File: config.mk
export PLATFORM = sky130hd
export DESIGN_NAME = mls_gen
export DESIGN_NICKNAME = d
export VERILOG_FILES = /design/src/rtl/mls_gen.sv
export SDC_FILE = /design/constraint.sdc
export NUM_CORES = 1
export LEC_CHECK = 0
export ABC_AREA = 1
export BUFFER_PORTS_ARGS = -buffer_cell sky130_fd_sc_hd__buf_4
export CELL_PAD_IN_SITES_DETAIL_PLACEMENT = 1
export CELL_PAD_IN_SITES_GLOBAL_PLACEMENT = 1
export CORE_ASPECT_RATIO = 1.25
export CORE_UTILIZATION = 44
export DETAILED_ROUTE_END_ITERATION = 10
export PLACE_DENSITY = 0.88
export SETUP_SLACK_MARGIN = 0.02
export SYNTH_ARGS = -nofsm -noshare
export SYNTH_HDL_FRONTEND = slang
export SYNTH_SLANG_ARGS = --single-unit
File: constraint.sdc
create_clock -name clk -period 4.5 [get_ports clk]
set_input_delay 0.225 -clock clk [delete_from_list [all_inputs] [get_ports clk]]
set_output_delay 0.225 -clock clk [all_outputs]
set_load 0.02 [all_outputs]
File: src/rtl/mls_gen.sv
// Runtime-configurable maximum-length-sequence generator: one shared Fibonacci LFSR
// of width MAX_ORDER, with chip-rate divider, period flag and repetition control.
module mls_gen #(
  parameter int MAX_ORDER = 16,
  parameter int DIV_W     = 8,
  parameter int REP_W     = 8
) (
  input  logic             clk,
  input  logic             arstn,
  input  logic             start_i,
  input  logic             stop_i,
  input  logic [4:0]       order_i,
  input  logic [DIV_W-1:0] div_i,
  input  logic [REP_W-1:0] rep_i,
  output logic             sig_o,
  output logic             chip_o,
  output logic             flag_o,
  output logic             busy_o,
  output logic             done_o,
  output logic             err_o
);

  typedef enum logic {IDLE, RUN} state_t;

  localparam logic [4:0]           ORD_MIN = 5'd3;
  localparam logic [4:0]           ORD_MAX = 5'(MAX_ORDER);
  localparam logic [MAX_ORDER-1:0] ONES    = '1;

  // Feedback tap masks (bit k-1 set for 1-based tap k); orders beyond MAX_ORDER vanish.
  function automatic logic [MAX_ORDER-1:0] tap_mask(input logic [4:0] ord);
    logic [15:0] m;
    case (ord)
      5'd3:    m = 16'h0006;
      5'd4:    m = 16'h000C;
      5'd5:    m = 16'h0014;
      5'd6:    m = 16'h0030;
      5'd7:    m = 16'h0060;
      5'd8:    m = 16'h00B8;
      5'd9:    m = 16'h0110;
      5'd10:   m = 16'h0240;
      5'd11:   m = 16'h0500;
      5'd12:   m = 16'h0829;
      5'd13:   m = 16'h100D;
      5'd14:   m = 16'h2015;
      5'd15:   m = 16'h6000;
      5'd16:   m = 16'hD008;
      default: m = 16'h0000;
    endcase
    if (ord > ORD_MAX) m = 16'h0000;
    return m[MAX_ORDER-1:0];
  endfunction

  state_t               state;
  logic [MAX_ORDER-1:0] sr;
  logic [MAX_ORDER-1:0] chip_cnt;
  logic [DIV_W-1:0]     div_cnt;
  logic [DIV_W-1:0]     div_q;
  logic [REP_W-1:0]     rep_cnt;
  logic [REP_W-1:0]     rep_q;
  logic [4:0]           order_q;

  logic [MAX_ORDER-1:0] len_mask;
  logic [MAX_ORDER-1:0] top_mask;
  logic [MAX_ORDER-1:0] seed;
  logic [MAX_ORDER-1:0] sr_adv;
  logic [MAX_ORDER-1:0] sr_nx;
  logic [MAX_ORDER-1:0] chip_nx;
  logic [DIV_W-1:0]     div_nx;
  logic                 order_ok;
  logic                 last_clk;
  logic                 fb;
  logic                 wrap;
  logic                 finish;

  assign len_mask = ~(ONES << order_q);
  assign top_mask = len_mask ^ (len_mask >> 1);
  assign seed     = ~(ONES << order_i);
  assign order_ok = (order_i >= ORD_MIN) && (order_i <= ORD_MAX);

  // Values the counters and register take after this clock, so outputs can be registered from them.
  assign last_clk = (div_cnt == div_q);
  assign fb       = ^(sr & tap_mask(order_q));
  assign sr_adv   = {sr[MAX_ORDER-2:0], fb} & len_mask;
  assign wrap     = last_clk && (chip_cnt == (len_mask - 1'b1));
  assign finish   = wrap && (rep_q != '0) && ((rep_cnt + 1'b1) == rep_q);
  assign sr_nx    = last_clk ? sr_adv : sr;
  assign chip_nx  = !last_clk ? chip_cnt : (wrap ? '0 : chip_cnt + 1'b1);
  assign div_nx   = last_clk ? '0 : div_cnt + 1'b1;

  always_ff @(posedge clk or negedge arstn) begin
    if (!arstn) begin
      state    <= IDLE;
      sr       <= '0;
      chip_cnt <= '0;
      div_cnt  <= '0;
      rep_cnt  <= '0;
      div_q    <= '0;
      rep_q    <= '0;
      order_q  <= '0;
      sig_o    <= 1'b0;
      chip_o   <= 1'b0;
      flag_o   <= 1'b0;
      busy_o   <= 1'b0;
      done_o   <= 1'b0;
      err_o    <= 1'b0;
    end else begin
      done_o <= 1'b0;
      err_o  <= 1'b0;
      case (state)
        IDLE: begin
          if (start_i && !stop_i) begin
            if (order_ok) begin
              order_q  <= order_i;
              div_q    <= div_i;
              rep_q    <= rep_i;
              sr       <= seed;
              div_cnt  <= '0;
              chip_cnt <= '0;
              rep_cnt  <= '0;
              state    <= RUN;
              busy_o   <= 1'b1;
              chip_o   <= 1'b1;
              flag_o   <= 1'b1;
              sig_o    <= 1'b1;
            end else begin
              err_o <= 1'b1;
            end
          end
        end
        RUN: begin
          // An abort on the final wrap still wins over completion.
          if (stop_i || finish) begin
            state  <= IDLE;
            busy_o <= 1'b0;
            chip_o <= 1'b0;
            flag_o <= 1'b0;
            sig_o  <= 1'b0;
            done_o <= !stop_i;
          end else begin
            sr       <= sr_nx;
            div_cnt  <= div_nx;
            chip_cnt <= chip_nx;
            if (wrap) rep_cnt <= rep_cnt + 1'b1;
            busy_o   <= 1'b1;
            chip_o   <= last_clk;
            flag_o   <= (chip_nx == '0);
            sig_o    <= |(sr_nx & top_mask);
          end
        end
      endcase
    end
  end

endmodule
==> impl_metrics.csv <==
group,metric,value,unit
pwr,p_total,3.03,mW
setup_path,startpoint_type,"flip-flop",
run_status,status,"finished clean",
clocking,clock_path_buffers,2,
clocking,clock_sinks,76,
drt,ant_nets,0,
timing,max_slew_margin,33.7,%
clocking,postCtsResizedCells,0,
cells_and_area,syn_to_final_growth,11.6,%
yosys,syn-cell-area,0.00623,mm²
clocking,hold_buffers,0,
cells_and_area,multiInputGateArea,0.00368,mm²
drt,viasPerCell,5.72,
cells_and_area,drive_gt1_share,8.37,%
drt,drc_errors,0,
pwr,vdd_drop_max,262,µV
global_routing,grt_usage,31.9,%
yosys,syn-instance-count,989,
setup_path,worst-setup-path-type,"flip-flop to flip-flop",
global_routing,antenna_found_initial,0,
cells_and_area,diodes,0,
yosys,synth_ff_type,"dfrtp_1",
yosys,synthArstFlopShare,100,%
floorplan,die_h,135,µm
timing,hold_viol,0,
clocking,insertion_delay,0.34,ns
clocking,cts_tree,"done",
run,drv_cap,0,
cells_and_area,register_area,0.00190,mm²
setup_path,critPathRequiredTime,4.69,ns
yosys,synth-edff-count,0,
setup_path,end_kind,"flip-flop",
clocking,htreeDepth,3,
yosys,postSynthAreaPerCell,6.30,µm²
clocking,numCtsBuffers,9,
floorplan,io_pins,31,
yosys,synth.distinct_cells,42,
timing,setup_viol,0,
place,numPortBuffers,30,
timing,tns,0,ns
drt,drt-total-wl,22.4,mm
timing,clock.fmax,246,MHz
hold_path,worst_hold_path_type,"input port to asynchronous set/reset pin",
drt,vias,6806,
drt,detail_route.wl_per_cell,18.8,µm
floorplan,initial_core_util,45.1,%
cells_and_area,layout.nets,1059,
drt,drtPass1Iterations,5,
timing,rsz0062_at_grt,"no",
timing,final_max_slew_viol_count,0,
floorplan,core-area,0.0138,mm²
cells_and_area,most-common-layout-cells,"nand2_1 (324), inv_1 (129), nor2_1 (89)",
setup_path,rr_worst_depth,26,
timing,worst-slew-pin-transition,0.995,ns
cells_and_area,final_common_cell,"nand2_1",
yosys,seq_area_frac_synth,30.5,%
floorplan,rows,48,
setup_path,path_max_fanout,38,
global_routing,grt_overflow,0,
pwr,p_per_area,436,mW/mm²
timing,fin_crit,4.06,ns
place,hpwlAfterDp,16.6,mm
floorplan,die_area,0.0146,mm²
global_routing,grt_pass1_wl,35.6,mm
yosys,synth_seq_cells,76,
global_routing,grt_max_degree,77,
drt,drt_iter0_drc,420,
clocking,cts_setup_buffers,0,
yosys,yosysWarnings,0,
cells_and_area,fillCellCount,1928,
clocking,cts_root_buffer,"clkbuf_16",
timing,period_share,90.3,%
floorplan,fp.dieW,108,µm
place,gp_congestion,0.938,
clocking,cts.clk_slew.worst_paths,0.06,ns
yosys,syn_nets,1037,
global_routing,grt_pass1_vias,6909,
pwr,p_leak,3.53,nW
setup_path,arrival,4.26,ns
timing,fin_skew,0.00701,ns
-- cells in the mapped netlist, types with 8 or more instances --
cell     count  share of area, %
nand2_1    325                20
o21ai_1     25               2.0
nand3_1     87               7.0
inv_1      129               7.8
o31ai_1      8              0.96
o22ai_1      9              0.90
nand4_1     33               3.3
o21ai_0     66               5.3
a21oi_1     11              0.88
nor3_1       9              0.72
xor2_1      14               2.0
nor2_1      91               5.5
ha_1        23               4.6
dfrtp_1     76                31
buf_2       11              0.88
-- area by class of cell --
cell class | instances | area share [%]
multi-input combinational | 749 | 53.0
clock inverter | 6 | 1.64
sequential | 76 | 27.4
inverter | 136 | 7.43
timing repair buffer | 39 | 4.21
clock buffer | 9 | 3.24
tap | 175 | 3.15
-- final timing paths --
path                                            to  slack (ns)                   start
max                              sr[2]$_DFFE_PN0P_        0.44  order_q[1]$_DFFE_PN0P_
min                        chip_cnt[9]$_DFFE_PN0P_        0.03                   arstn
max reg2reg                      sr[2]$_DFFE_PN0P_        0.44  order_q[1]$_DFFE_PN0P_
min reg2reg                   div_q[3]$_DFFE_PN0P_        0.51    div_q[3]$_DFFE_PN0P_
max in group asynchronous   order_q[4]$_DFFE_PN0P_        3.74                   arstn
min in group clk                  done_o$_DFF_PN0_        0.07                  stop_i
-- metrics by stage --
| step | worst slack (ns) | util, % | area [µm²] | std cells | hold WS (ns) |
|---|---|---|---|---|---|
| 2_1_floorplan | 1.39 | - | 6230 | 989 | -0.0706 |
| 3_3_place_gp | 0.392 | 47.7 | 6590 | 1175 | 0.420 |
| 3_5_place_dp | 0.266 | 47.7 | 6590 | 1175 | 0.414 |
| 4_1_cts | 0.133 | 50.2 | 6930 | 1190 | 0.0677 |
| 5_1_grt | 0.0526 | 50.3 | 6950 | 1190 | 0.0734 |
| 6_report | 0.439 | 50.3 | 6950 | 1190 | 0.0324 |
-- power by group --
group | leakage [nW] | switching, mW | internal, mW
sequential | 0.975 | 0.140 | 0.796
clock | 0.158 | 0.301 | 0.540
combinational | 2.39 | 0.850 | 0.407
-- kinds of logic after synthesis --
kind of cell               share of synthesized area, %
AOI/OAI and AO/OA                                  12.3
xor gates and xnor gates                           2.67
adders and majority gates                          4.62
buffers and inverters                              10.7
DFF                                                30.5
and+or+nand+nor                                    39.2
-- layer usage --
metal	up-vias	part of all wire, %	routed length (µm)	GRT usage [%]
met3	63	4.3	955	4.05
met4	0	4.5	1010	17.1
met5	-	0	0	0
met2	194	51	11400	55.2
li1	3241	-	-	-
met1	3308	40	9040	38.2
-- sequential cells by signal, summed over array words and instances, names as in the netlist --
register,count
done_o,1
sig_o,1
state,1
chip_o,1
sr,16
chip_cnt,16
rep_q,8
div_q,8
err_o,1
order_q,5
div_cnt,8
busy_o,1
rep_cnt,8
flag_o,1
-- critical path: stages (launching register included) --
cell and delay, ns:
dfrtp_1 0.38, buf_4 0.17, ha_1 0.27, nor2_2 0.22, nand2_2 0.15, inv_1 0.13
ha_1 0.23, nand4_1 0.12, ha_1 0.33, inv_1 0.05, nand2_1 0.05, nand2_1 0.05
nor2_1 0.12, nand3_1 0.10, inv_1 0.07, nand2_1 0.05, nor2_1 0.08, nand3_1 0.07
nor2_1 0.09, nand4_1 0.14, nand2_1 0.15, inv_2 0.07, nand2_4 0.11, nand2_8 0.18
buf_4 0.27, nor2_1 0.16, a31oi_1 0.09
Note: power is estimated with default switching activity, not from simulation.
